==> config.mk <==
export PLATFORM = sky130hd
export DESIGN_NAME = mfp_uart_transmitter
export DESIGN_NICKNAME = d
export VERILOG_FILES = /design/src/rtl/mfp_uart_transmitter.sv
export SDC_FILE = /design/constraint.sdc
export NUM_CORES = 1
export LEC_CHECK = 0
export BUFFER_PORTS_ARGS = -buffer_cell sky130_fd_sc_hd__buf_2
export CAP_MARGIN = 10
export CORE_UTILIZATION = 55
export CTS_CLUSTER_SIZE = 40
export DETAILED_ROUTE_END_ITERATION = 10
export MAX_ROUTING_LAYER = met4
export PLACE_DENSITY = 0.72
export SLEW_MARGIN = 20
export SYNTH_ARGS = -nofsm -noshare
export SYNTH_HDL_FRONTEND = slang
export SYNTH_SLANG_ARGS = --single-unit
==> constraint.sdc <==
create_clock -name clock -period 8.8 [get_ports clock]
set_input_delay 0.88 -clock clock [delete_from_list [all_inputs] [get_ports clock]]
set_output_delay 0.88 -clock clock [all_outputs]
set_load 0.01 [all_outputs]
==> src/rtl/mfp_uart_transmitter.sv <==
// mfp_uart_transmitter: FIFO-buffered UART transmitter, 8N1 by default.
// Define MFP_UART_TX_PARITY_EN to add an even parity bit (8E1 frame).
module mfp_uart_transmitter #(
  parameter int CLK_FREQ   = 50000000,
  parameter int BAUD_RATE  = 115200,
  parameter int FIFO_DEPTH = 16
) (
  input  logic                        clock,
  input  logic                        reset,
  input  logic [7:0]                  byte_data,
  input  logic                        byte_valid,
  output logic                        byte_ready,
  output logic                        tx,
  output logic                        busy,
  output logic [$clog2(FIFO_DEPTH):0] fifo_count
);

  localparam int AW  = $clog2(FIFO_DEPTH);
  localparam int CPB = CLK_FREQ / BAUD_RATE;
  localparam int CW  = (CPB > 1) ? $clog2(CPB) : 1;

  localparam logic [CW-1:0] BAUD_LAST = CW'(CPB - 1);
  localparam logic [AW:0]   FULL      = (AW+1)'(FIFO_DEPTH);

  typedef enum logic [2:0] {
    IDLE,
    START,
    DATA,
`ifdef MFP_UART_TX_PARITY_EN
    PARITY,
`endif
    STOP
  } state_t;

  state_t          state_q, state_d;
  logic [CW-1:0]   baud_q, baud_d;
  logic [2:0]      idx_q, idx_d;
  logic [7:0]      shift_q, shift_d;
  logic            tx_q, tx_d;
  logic [AW-1:0]   wr_ptr_q, wr_ptr_d;
  logic [AW-1:0]   rd_ptr_q, rd_ptr_d;
  logic [AW:0]     count_q, count_d;
  logic [7:0]      mem_q [FIFO_DEPTH];
`ifdef MFP_UART_TX_PARITY_EN
  logic            par_q, par_d;
`endif

  logic            push;
  logic            pop;
  logic            empty;
  logic            bit_done;
  logic [7:0]      head;

  assign byte_ready = (count_q != FULL);
  assign push       = byte_valid && byte_ready;
  assign empty      = (count_q == '0);
  assign head       = mem_q[rd_ptr_q];
  assign bit_done   = (baud_q == BAUD_LAST);

  assign tx         = tx_q;
  assign busy       = !empty || (state_q != IDLE);
  assign fifo_count = count_q;

  // FIFO pointer and occupancy update; push and pop may coincide
  always_comb begin
    wr_ptr_d = wr_ptr_q;
    rd_ptr_d = rd_ptr_q;
    count_d  = count_q;
    if (push) wr_ptr_d = wr_ptr_q + 1'b1;
    if (pop)  rd_ptr_d = rd_ptr_q + 1'b1;
    unique case ({push, pop})
      2'b10:   count_d = count_q + 1'b1;
      2'b01:   count_d = count_q - 1'b1;
      default: count_d = count_q;
    endcase
  end

  // Frame sequencer; tx_d is the line level for the current state,
  // so the registered line trails the state by one cycle
  always_comb begin
    state_d = state_q;
    baud_d  = baud_q;
    idx_d   = idx_q;
    shift_d = shift_q;
    tx_d    = 1'b1;
    pop     = 1'b0;
`ifdef MFP_UART_TX_PARITY_EN
    par_d   = par_q;
`endif
    unique case (state_q)
      IDLE: begin
        tx_d = 1'b1;
        if (!empty) begin
          pop     = 1'b1;
          shift_d = head;
`ifdef MFP_UART_TX_PARITY_EN
          par_d   = ^head;
`endif
          baud_d  = '0;
          state_d = START;
        end
      end
      START: begin
        tx_d = 1'b0;
        if (bit_done) begin
          baud_d  = '0;
          idx_d   = '0;
          state_d = DATA;
        end else begin
          baud_d = baud_q + 1'b1;
        end
      end
      DATA: begin
        tx_d = shift_q[0];
        if (bit_done) begin
          baud_d  = '0;
          shift_d = shift_q >> 1;
          idx_d   = idx_q + 1'b1;
          if (idx_q == 3'd7) begin
`ifdef MFP_UART_TX_PARITY_EN
            state_d = PARITY;
`else
            state_d = STOP;
`endif
          end
        end else begin
          baud_d = baud_q + 1'b1;
        end
      end
`ifdef MFP_UART_TX_PARITY_EN
      PARITY: begin
        tx_d = par_q;
        if (bit_done) begin
          baud_d  = '0;
          state_d = STOP;
        end else begin
          baud_d = baud_q + 1'b1;
        end
      end
`endif
      STOP: begin
        tx_d = 1'b1;
        if (bit_done) begin
          baud_d = '0;
          if (!empty) begin
            pop     = 1'b1;
            shift_d = head;
`ifdef MFP_UART_TX_PARITY_EN
            par_d   = ^head;
`endif
            state_d = START;
          end else begin
            state_d = IDLE;
          end
        end else begin
          baud_d = baud_q + 1'b1;
        end
      end
      default: begin
        state_d = IDLE;
        baud_d  = '0;
        idx_d   = '0;
      end
    endcase
  end

  // State, counters, pointers and line register
  always_ff @(posedge clock) begin
    if (reset) begin
      state_q  <= IDLE;
      baud_q   <= '0;
      idx_q    <= '0;
      shift_q  <= '0;
      tx_q     <= 1'b1;
      wr_ptr_q <= '0;
      rd_ptr_q <= '0;
      count_q  <= '0;
`ifdef MFP_UART_TX_PARITY_EN
      par_q    <= 1'b0;
`endif
    end else begin
      state_q  <= state_d;
      baud_q   <= baud_d;
      idx_q    <= idx_d;
      shift_q  <= shift_d;
      tx_q     <= tx_d;
      wr_ptr_q <= wr_ptr_d;
      rd_ptr_q <= rd_ptr_d;
      count_q  <= count_d;
`ifdef MFP_UART_TX_PARITY_EN
      par_q    <= par_d;
`endif
    end
  end

  // FIFO storage; contents need no reset since pointers define validity
  always_ff @(posedge clock) begin
    if (!reset && push) mem_q[wr_ptr_q] <= byte_data;
  end

endmodule

After elaboration in Yosys (flattened, before gate mapping)

Memories as Yosys holds them, arrays and structs flattened. A register that Yosys moved wholly into a read port is not among the register bits.
Cells that the tools add are included.

Memories: 1
Bits in writable memories: 128
Register bits after elaboration: 37
Logic and storage cells: 70
Bits of input ports: 11
Output and inout bits: 8

Memory list:

| memory | depth | width | read ports | clocked after memory_dff | write ports | line | RTL |
|---|---|---|---|---|---|---|---|
| mem_q  | 16    | 8     | 1          | 1                        | 1           | 43   | `logic [7:0] mem_q [FIFO_DEPTH];` |

Mux-type cells: 26
$add $sub $neg: 6
Reduce and logical (&&, ||, !) cells: 15
Bitwise gates (word level): 1
Eq/ne operators: 13

Operators with widths:

| operator                                          | count |
|---|---|
| 2-to-1 mux 8 bit                                  | 3 |
| one-hot mux 8 bit (3 select lines)                | 1 |
| 2-to-1 mux 3 bit                                  | 7 |
| 2-to-1 mux 9 bit                                  | 2 |
| one-hot mux 9 bit (2 select lines)                | 1 |
| one-hot mux 3 bit (4 select lines)                | 1 |
| != test 2 bit (second input constant)             | 5 |
| one-hot mux 5 bit (2 select lines)                | 1 |
| adder 9 x 1 -> 9 bit (second input constant)      | 1 |
| == test 9 bit (second input constant)             | 1 |
| one-hot mux 3 bit (3 select lines)                | 1 |
| adder 4 x 1 -> 4 bit (second input constant)      | 2 |
| 2-to-1 mux 4 bit                                  | 2 |
| == test 3 x 2 -> 1 bit (second input constant)    | 2 |
| AND reduction 3 bit                               | 2 |
| nonzero test 3 bit                                | 2 |
| adder 5 x 1 -> 5 bit (second input constant)      | 1 |
| zero test 5 bit                                   | 1 |
| 2-to-1 mux 1 bit                                  | 5 |
| != test 5 bit (second input constant)             | 1 |
| AND reduction 5 bit                               | 1 |
| subtractor 5 x 1 -> 5 bit (second input constant) | 1 |
| one-hot mux 1 bit (2 select lines)                | 2 |
| adder 3 x 1 -> 3 bit (second input constant)      | 1 |
| 12 further kinds                                  | 14 |

Longest topological paths before layout

Gate-level depths: netlist of run 1.

Depth in word-level cells: 6
Mapped depth: 15
Gate-level depth less buffers: 13

Worst setup path before layout of run 1

No wires, ideal clock.

Path type: reg-to-reg
Start: register baud_q[6]
End: register count_q[4] (netlist: fifo_count[4])
Buffers on the path: 2
Required time: 8,714 ps
Library setup time: 86 ps
Stages on the path, launching flop included: 14
Period minus slack after synthesis: 3,141 ps
Data arrival time: 3,056 ps
Setup slack: 5,659 ps
Cells stage by stage: dfxtp_1 -> or4b_1 -> buf_2 -> o41a_1 -> nor2_1 -> ha_1 -> clkbuf_1 -> xor2_1 -> ha_1 -> o31ai_1 -> nand2_1 -> nor4_1 -> nor3_1 -> a211oi_1

Cells in the longest elaborated chain, start to end: 5
Elaborated cells between the ends (all ways): 7
Classes of those cells: eq/ne: 3; mux: 3; reduce/logical: 1

RTL lines:

| what                                                                     | line | RTL |
|---|---|---|
| start: declaration                                                       | 36   | `logic [CW-1:0] baud_q, baud_d;` |
| start signal: assignment                                                 | 183  | `baud_q <= baud_d;` |
| == test 9 bit (*)                                                        | 58   | `assign bit_done = (baud_q == BAUD_LAST);` |
| 2-to-1 mux 1 bit (*)                                                     | 143  | `if (bit_done) begin` |
| one-hot mux 1 bit (2 select lines) (*)                                   | 90   | `unique case (state_q)` |
| net pop                                                                  | 49   | `logic pop;` |
| == test 2 x 1 -> 1 bit or == test 2 bit (tied branches)                  | 71   | `unique case ({push, pop})` |
| one-hot mux 5 bit (2 select lines) or nonzero test 2 bit (tied branches) | --   |  |
| end signal: assignment                                                   | 189  | `count_q <= count_d;` |
| end: declaration                                                         | 42   | `logic [AW:0] count_q, count_d;` |

The timed path passes the listed nets; every way through them passes the cells marked *.
A chain may end at the register's enable or synchronous reset.

Worst setup path in the final report of run 1

Same ends and word-level chain as after synthesis.

==> results.cfg, run 1 <==
[clock_network]
cts_resized = 0
tritoncts = yes
clk_latency_ps = 420
cts_buffers = 17
clk_pin_slew_ps = 70
clk_path_buf_depth = 2
root_buffer = clkbuf_16
cts_hold_buf = 0
postCtsSetupBuffers = 0
clock-sinks = 168
cts.htree.levels = 4

[die]
die_width_um = 115
num_io_pins = 19
die_y_um = 115
rows = 40
core-area_um2 = 12300
dieArea_um2 = 13200
start_util = 0.574

[placement]
place_hpwl_um = 8260
portBuffers = 18
place_area_um2 = 7260
place_congestion = 0.832

[timing]
slew_violations = 0
finClkSkew_ps = 7.85
fin_setup_tns_ps = 0
slew_headroom = 0.356
rsz0062_at_grt = false
fmax_mhz = 296
finalSetupViolCount = 0
min_period_ps = 3370
tightest_slew_ps = 962
hold_viol = 0
fin_crit_sh = 0.383

[setup_path]
startpoint = baud_q[6]$_SDFFE_PP0P_
worstPathMaxFanout = 11
arrival_ps = 3710
end_kind = register
reg2regPathDepth = 11
crit_type = register to register
worstPathRequired_ps = 9130
critPathLaunchType = register
r2r_start = baud_q[6]$_SDFFE_PP0P_

[synth]
synthesis.nets = 506
synthCells = 480
synth_warnings = 0
netlist_area_um2 = 7030
synth_async_sr_flop_share = 0
avgSynthCellArea_um2 = 14.7
synth_seq_cells = 168
synth_edf_count = 128
synth_cell_types = 50
synth-seq-area-share = 0.660
synth_ff_type = edfxtp_1

[route]
routedWlPerCell_um = 19.4
wl_um = 13100
vias = 3969
remaining_drc_errors = 0
drtAntennaViolNets = 0
drtIter0Drc = 400
viasPerCell = 5.89
drtPass1Iterations = 6

[final_layout]
final_common_cell = edfxtp_1
area_growth_pct = 10.9
fin_nets = 519
fillCellCount = 889
drive_above_1_share = 0.182
finalInstanceArea_um2 = 7800
final_util = 0.636
antenna_cells = 0
final_cell_mix = edfxtp_1 (128), nor2_1 (46), dfxtp_1 (39)

[pwr]
clkPwrFrac = 0.297
p_switching_mw = 0.726
leakage_nw = 2.59
p_int_mw = 1.54
total_power_mw = 2.27
peakVddDrop_mv = 0.226
seqPwrFrac = 0.418
power.share.switching = 0.320
power_density_nw_per_um2 = 291
p_comb_frac = 0.285

[hold_path]
hold_class = register to register
holdPathStages = 2
holdCritStartpoint = idx_q[2]$_SDFFE_PP0P_

[global_routing]
grt_pass1_vias = 3841
antenna_found_initial = 0
grt_max_degree = 44
grt_overflow = 0
track_usage = 0.226
grt_pass1_wl_um = 20500

[flow_run]
cap_violations = 0

[run_status]
status = completed
==> final cells by class <==
| class | instances | area, um^2 | share of cell area |
|---|---|---|---|
| inverter | 12 | 45.0 | 0.00578 |
| clock buffer | 18 | 429 | 0.0550 |
| clock inverter | 14 | 100 | 0.0128 |
| timing repair buffer | 20 | 105 | 0.0135 |
| sequential | 168 | 4650 | 0.596 |
| tap | 168 | 210 | 0.0270 |
| multi-input combinational | 274 | 2260 | 0.290 |
==> sequential cells by signal, summed over array words and instances, names as in the netlist, named ones only <==
signal and cells:
state_q 2, shift_q 8, fifo_count 5, idx_q 3
tx 1, baud_q 9, mem_q 128, wr_ptr_q 4
rd_ptr_q 4
==> critical path, stage by stage, from the launching register on <==
cell      delay [ps]
dfxtp_1          340
or4b_1           670
o41a_1           500
nor2_1           230
ha_1             420
xor2_1           120
ha_1             250
o31ai_1          200
nand2_1          100
nor4_1           180
nor3_1            80
a211oi_1         210
==> layer usage <==
metal,share of wire,GRT usage,routed length [um]
met5,0,-,0
met4,0.022,0.0909,291
met3,0.049,0.0633,645
met2,0.50,0.356,6500
met1,0.43,0.279,5610
==> cells in the mapped netlist, drive strengths merged, types with 2 or more instances <==
master  count  share of area
o21ai      14          0.010
nor2       47          0.025
a211oi      9         0.0096
xnor2       3         0.0037
nand2      21          0.011
xor2        5         0.0062
nand3       5         0.0036
clkbuf     20          0.011
a21o        2         0.0021
dfxtp      40           0.11
ha         15          0.027
nand4       4         0.0036
nor4        3         0.0036
mux2i       6         0.0085
nand2b      8         0.0071
a21oi      24          0.017
buf         6         0.0039
inv        12         0.0064
or3         2         0.0018
a311oi      2         0.0025
mux4       32           0.10
edfxtp    128           0.55
nor2b      14          0.012
and3        3         0.0027
a22oi      14          0.015
nor3b       3         0.0039
nor3       20          0.014
==> cells by family (layout without fill, tap and decap cells) <==
group                      count (synthesis)  after routing  synth area share
AOI/OAI and AO/OA                         77             77            0.0745
and+or+nand+nor                          136            136            0.0964
xor gates and xnor gates                   8              8           0.00996
DFF                                      168            168             0.660
muxes                                     38             38             0.111
buffers and inverters                     38             64            0.0210
adders and majority gates                 15             15            0.0267
==> power by group through the flow <==
| stage | clock network (mW) | registers (mW) | logic [mW] |
|---|---|---|---|
| 3_3_place_gp | 0 | 0.960 | 0.633 |
| 2_1_floorplan | 0 | 0.951 | 0.517 |
| 3_5_place_dp | 0 | 0.963 | 0.645 |
| 4_1_cts | 0.683 | 0.946 | 0.648 |
| 6_report | 0.673 | 0.947 | 0.646 |
| 5_1_grt | 0.716 | 0.953 | 0.723 |
==> stage by stage <==
| stage | instances | hold slack (ps) | setup WS (ps) |
|---|---|---|---|
| 2_1_floorplan | 480 | 436 | 5660 |
| 3_3_place_gp | 642 | 447 | 5470 |
| 3_5_place_dp | 642 | 452 | 5380 |
| 4_1_cts | 674 | 460 | 5420 |
| 5_1_grt | 674 | 483 | 5190 |
| 6_report | 674 | 458 | 5430 |
==> final timing paths <==
| check | to | slack (ps) |
|---|---|---|
| max reg2reg | fifo_count[4]$_SDFFE_PP0P_ | 5430 |
| max | fifo_count[4]$_SDFFE_PP0P_ | 5430 |
| min | idx_q[2]$_SDFFE_PP0P_ | 460 |
| min reg2reg | idx_q[2]$_SDFFE_PP0P_ | 460 |
Power figures use the tool's default switching activity.
==> run 2, diff against run 1 <==
PLACE_DENSITY = 0.74   (was 0.72)
clock period = 2.85 ns   (was 8.8 ns; I/O delays follow)
==> results.cfg, run 2 (same netlist as run 1, synthesis figures left out) <==
[run_status]
status = completed

[final_layout]
final_cell_mix = edfxtp_1 (128), nor2_1 (45), buf_4 (40)
final_util = 0.671
fin_cells = 713
fillCellCount = 836
area_growth_pct = 16.9
reg_top3 = mem_q: 128 flops, baud_q: 9 flops, shift_q: 8 flops
final_common_cell = edfxtp_1
antenna_cells = 0
fin_nets = 558
largest_register = mem_q
largest_register_ffs = 128
drive_above_1_share = 0.270

[global_routing]
antenna_found_initial = 0
track_usage = 0.237
grt_pass1_wl_um = 21400
grt_pass1_vias = 4026
grt_max_degree = 43
grt_overflow = 0

[timing]
slew_violations = 0
min_period_ps = 2700
fmax_mhz = 370
slew_headroom = 0.598
finalWorstSetupSlack_ps = 149
finalSetupViolCount = 0
fin_setup_tns_ps = 0
hold_viol = 0
tightest_slew_ps = 603
finClkSkew_ps = 6.28
fin_crit_sh = 0.948

[clock_network]
clk_pin_slew_ps = 70
clock-sinks = 168
clk_latency_ps = 430
cts_buffers = 17
tritoncts = yes
clk_path_buf_depth = 2
cts.htree.levels = 4
root_buffer = clkbuf_16

[route]
drtAntennaViolNets = 0
wl_um = 13900
remaining_drc_errors = 0
drtPass1Iterations = 5
vias = 4207
routedWlPerCell_um = 19.5
drtIter0Drc = 394
viasPerCell = 5.90

[pwr]
power.share.switching = 0.319
p_switching_mw = 2.43
p_int_mw = 5.19
power_density_nw_per_um2 = 926
peakVddDrop_mv = 0.878
p_comb_frac = 0.312
seqPwrFrac = 0.381
total_power_mw = 7.62
clkPwrFrac = 0.307
leakage_nw = 2.83

[placement]
placedCellCount = 677
portBuffers = 18
place_hpwl_um = 8630
place_ws_ps = 135
place_congestion = 0.868

[setup_path]
reg2regPathDepth = 11
end_kind = register
r2r_start = baud_q[2]$_SDFFE_PP0P_
critical_path.cell_chain = or4b_4 > o41a_1 > nor2_2 > ha_2 > xor2_1 > ha_2 > nor2b_4 > a21oi_2 > o22ai_2 > o21ai_1 > nor3b_2
cpMostUsedCell = ha_2
critPathLaunchType = register
worstPathRequired_ps = 3160
arrival_ps = 3010
crit_type = register to register
cp_slowest_cell = or4b_4
worstPathMaxFanout = 5
worstReg2RegEnd = fifo_count[2]$_SDFFE_PP0P_
cpPeakStageDelay_ps = 530
reg2reg_slack_ps = 150

[die]
num_io_pins = 19
rows = 40
die_width_um = 115
core-area_um2 = 12300
start_util = 0.574
die_y_um = 115
dieArea_um2 = 13200

[hold_path]
holdCritStartpoint = byte_data[7]
hold_class = input pin to register
hold_end = mem_q[12][7]$_DFFE_PP_
holdPathStages = 1

[flow_run]
cap_violations = 0
run 2: cell types whose count changed in the layout (fill, tap and decap cells not counted), moves of 4 or more:
cell     previous run  this run
inv_8               1         5
dfxtp_1            39        32
ha_1               15        11
dfxtp_2             1         7
nor3_2              4         0
buf_4               2        40
nor3_1             16        20
run 2: layer usage:
metal	GRT usage	vias up	routed length, um
met1	0.302	2086	5850
li1	-	1958	-
met4	0.0866	0	331
met2	0.367	134	6870
met3	0.0643	29	842
met5	-	-	0
run 2: metrics by stage:
step	instance area (um^2)	hold slack (ps)
floorplan	7050	384
detailed placement	7530	454
CTS	8130	229
global placement	7530	444
finish	8220	244
global route	8220	231
run 2: worst max path at each step:
stage,start,endpoint,slack (ps),cells after the start
final,baud_q[2]$_SDFFE_PP0P_,fifo_count[2]$_SDFFE_PP0P_,150,11
after global routing,baud_q[2]$_SDFFE_PP0P_,fifo_count[2]$_SDFFE_PP0P_,-5,11
after CTS,baud_q[1]$_SDFFE_PP0P_,fifo_count[4]$_SDFFE_PP0P_,100,13
after detailed placement,baud_q[7]$_SDFFE_PP0P_,fifo_count[4]$_SDFFE_PP0P_,140,11
after global placement,baud_q[6]$_SDFFE_PP0P_,fifo_count[2]$_SDFFE_PP0P_,170,11
after floorplan,baud_q[6]$_SDFFE_PP0P_,fifo_count[2]$_SDFFE_PP0P_,-80,13
run 2: cell type report:
type / instances / area (um^2) / share of cell area
clock buffer: 17 / 425 / 0.0517
inverter: 12 / 45.0 / 0.00548
multi-input combinational: 274 / 2290 / 0.279
timing repair buffer: 59 / 410 / 0.0499
sequential: 168 / 4660 / 0.566
clock inverter: 15 / 181 / 0.0221
tap: 168 / 210 / 0.0256
run 2: power by group through the flow:
stage	clock network, mW	registers (mW)	logic [mW]
floorplan	0	2.94	1.63
CTS	2.38	2.89	2.26
global route	2.48	2.91	2.61
finish	2.34	2.90	2.38
detailed placement	0	2.94	2.25
global placement	0	2.93	2.20
run 2: repair_timing:
action / 4_1_cts / 5_1_grt
setup buffers: 0 / 4
endpoints found under the setup margin: 0 / 2
hold buffers: 0 / 0
hold endpoints to repair: 0 / 0
resized for setup: 0 / 20
run 2: critical path, delay by kind of cell, from the launching register on:
| kind | cells | cell delay [ps] |
|---|---|---|
| adders and majority gates | 2 | 440 |
| AOI/OAI and AO/OA | 4 | 680 |
| DFF | 1 | 320 |
| and+or+nand+nor | 4 | 1000 |
| xor gates and xnor gates | 1 | 160 |
==> run 3, diff against run 2 <==
CORE_MARGIN = 2   (was not set)
==> results.cfg, run 3 (same netlist as run 1, synthesis figures left out) <==
[flow_run]
cap_violations = 0

[final_layout]
seq_area_um2 = 4650
reg_top3 = mem_q: 128 flops, baud_q: 9 flops, shift_q: 8 flops
drive_above_1_share = 0.256
final_common_cell = edfxtp_1
fin_nets = 559
final_util = 0.660
antenna_cells = 0
multiInputGateArea_um2 = 2290
fillCellCount = 862
largest_register_ffs = 128
largest_register = mem_q
area_growth_pct = 17.9
final_cell_mix = edfxtp_1 (128), nor2_1 (45), buf_4 (40)

[die]
start_util = 0.560
core-area_um2 = 12600
num_io_pins = 19
die_width_um = 117
rows = 41
die_y_um = 117
dieArea_um2 = 13700

[route]
wl_um = 14500
drtAntennaViolNets = 0
drtPass1Iterations = 5
viasPerCell = 5.94
remaining_drc_errors = 0
routedWlPerCell_um = 20.2
drtIter0Drc = 375
vias = 4262

[setup_path]
r2r_start = baud_q[6]$_SDFFE_PP0P_
worstReg2RegEnd = fifo_count[2]$_SDFFE_PP0P_
arrival_ps = 2990
reg2reg_slack_ps = 160
worstPathMaxFanout = 5
worstPathRequired_ps = 3150
end_kind = register
crit_type = register to register
reg2regPathDepth = 11
critPathLaunchType = register

[pwr]
peakVddDrop_mv = 0.775
power_density_nw_per_um2 = 949
leakage_nw = 2.86

[timing]
slew_violations = 0
min_period_ps = 2690
hold_ws_ps = 232
fmax_mhz = 372
finalWorstSetupSlack_ps = 162
finClkSkew_ps = 15.0
tightest_slew_ps = 656
finalSetupViolCount = 0
fin_crit_sh = 0.943
slew_headroom = 0.562
hold_viol = 0
fin_setup_tns_ps = 0

[placement]
place_ws_ps = 77.8
place_congestion = 0.876
portBuffers = 18
place_hpwl_um = 9230

[clock_network]
cts_buffers = 17
cts_hold_buf = 0
clock-sinks = 168
clk_latency_ps = 430
tritoncts = yes
cts.htree.levels = 4
clk_path_buf_depth = 2
root_buffer = clkbuf_16
clk_pin_slew_ps = 70

[hold_path]
hold_class = input pin to register
holdCritStartpoint = byte_data[7]
hold_end = mem_q[9][7]$_DFFE_PP_
holdPathStages = 1

[global_routing]
grt_overflow = 0
track_usage = 0.236
grt_pass1_wl_um = 22300
antenna_found_initial = 0
grt_pass1_vias = 4076
grt_max_degree = 43

[run_status]
status = completed
## run 3: changes by cell type in the layout (fill, tap and decap cells not counted), sizes merged
cell and change:
bufinv +2, buf +1, clkinv -1, inv -1
## run 3: worst max-delay path: stages (launching register included)
cell and delay (ps):
dfxtp_1 320, or4b_4 530, o41a_1 380, nor2_4 160, ha_4 150, xor2_2 130, ha_2 220, nor2b_1 150
a21oi_1 60, o22ai_1 210, o21ai_1 80, nor3b_2 170
## run 3: final cells by class
| class | count | share of cell area |
|---|---|---|
| Inverter | 12 | 0.00543 |
| Tap cell | 172 | 0.0260 |
| Multi-Input combinational cell | 274 | 0.277 |
| Clock inverter | 15 | 0.0282 |
| Clock buffer | 17 | 0.0513 |
| Timing Repair Buffer | 60 | 0.0519 |
| Sequential cell | 168 | 0.561 |
## run 3: through the flow
step           std cells  power, mW  area (um^2)
2_1_floorplan        480       4.56         7050
3_3_place_gp         685       5.14         7570
3_5_place_dp         685       5.21         7570
4_1_cts              717       7.73         8230
5_1_grt              718       8.25         8290
6_report             718       7.87         8290
## run 3: power breakdown
group / switching (mW) / total [mW] / internal (mW)
Combinational: 1.30 / 2.41 / 1.11
Clock: 1.01 / 2.52 / 1.51
Sequential: 0.150 / 2.93 / 2.78
## run 3: repair_timing
action	CTS	global route
resized for setup	0	12
hold endpoints to repair	0	0
buffers inserted	0	1
endpoints found under the setup margin	0	3
## run 3: worst max-delay path by stage
stage	from	to	slack (ps)	cells after the start
after detailed placement	state_q[0]$_SDFFE_PP0P_	fifo_count[2]$_SDFFE_PP0P_	80	12
after global placement	baud_q[6]$_SDFFE_PP0P_	fifo_count[2]$_SDFFE_PP0P_	120	11
after global routing	baud_q[6]$_SDFFE_PP0P_	fifo_count[2]$_SDFFE_PP0P_	-90	11
final	baud_q[6]$_SDFFE_PP0P_	fifo_count[2]$_SDFFE_PP0P_	160	11
after CTS	state_q[0]$_SDFFE_PP0P_	fifo_count[2]$_SDFFE_PP0P_	20	12
after floorplan	baud_q[6]$_SDFFE_PP0P_	fifo_count[2]$_SDFFE_PP0P_	-80	13
## run 3: layer usage
layer  global-route usage  share of wire  vias up
li1                     -              -     1949
met3               0.0577          0.061       36
met1                0.296           0.41     2116
met4                0.101          0.033        0
met5                    -              0        -
met2                0.372           0.49      161
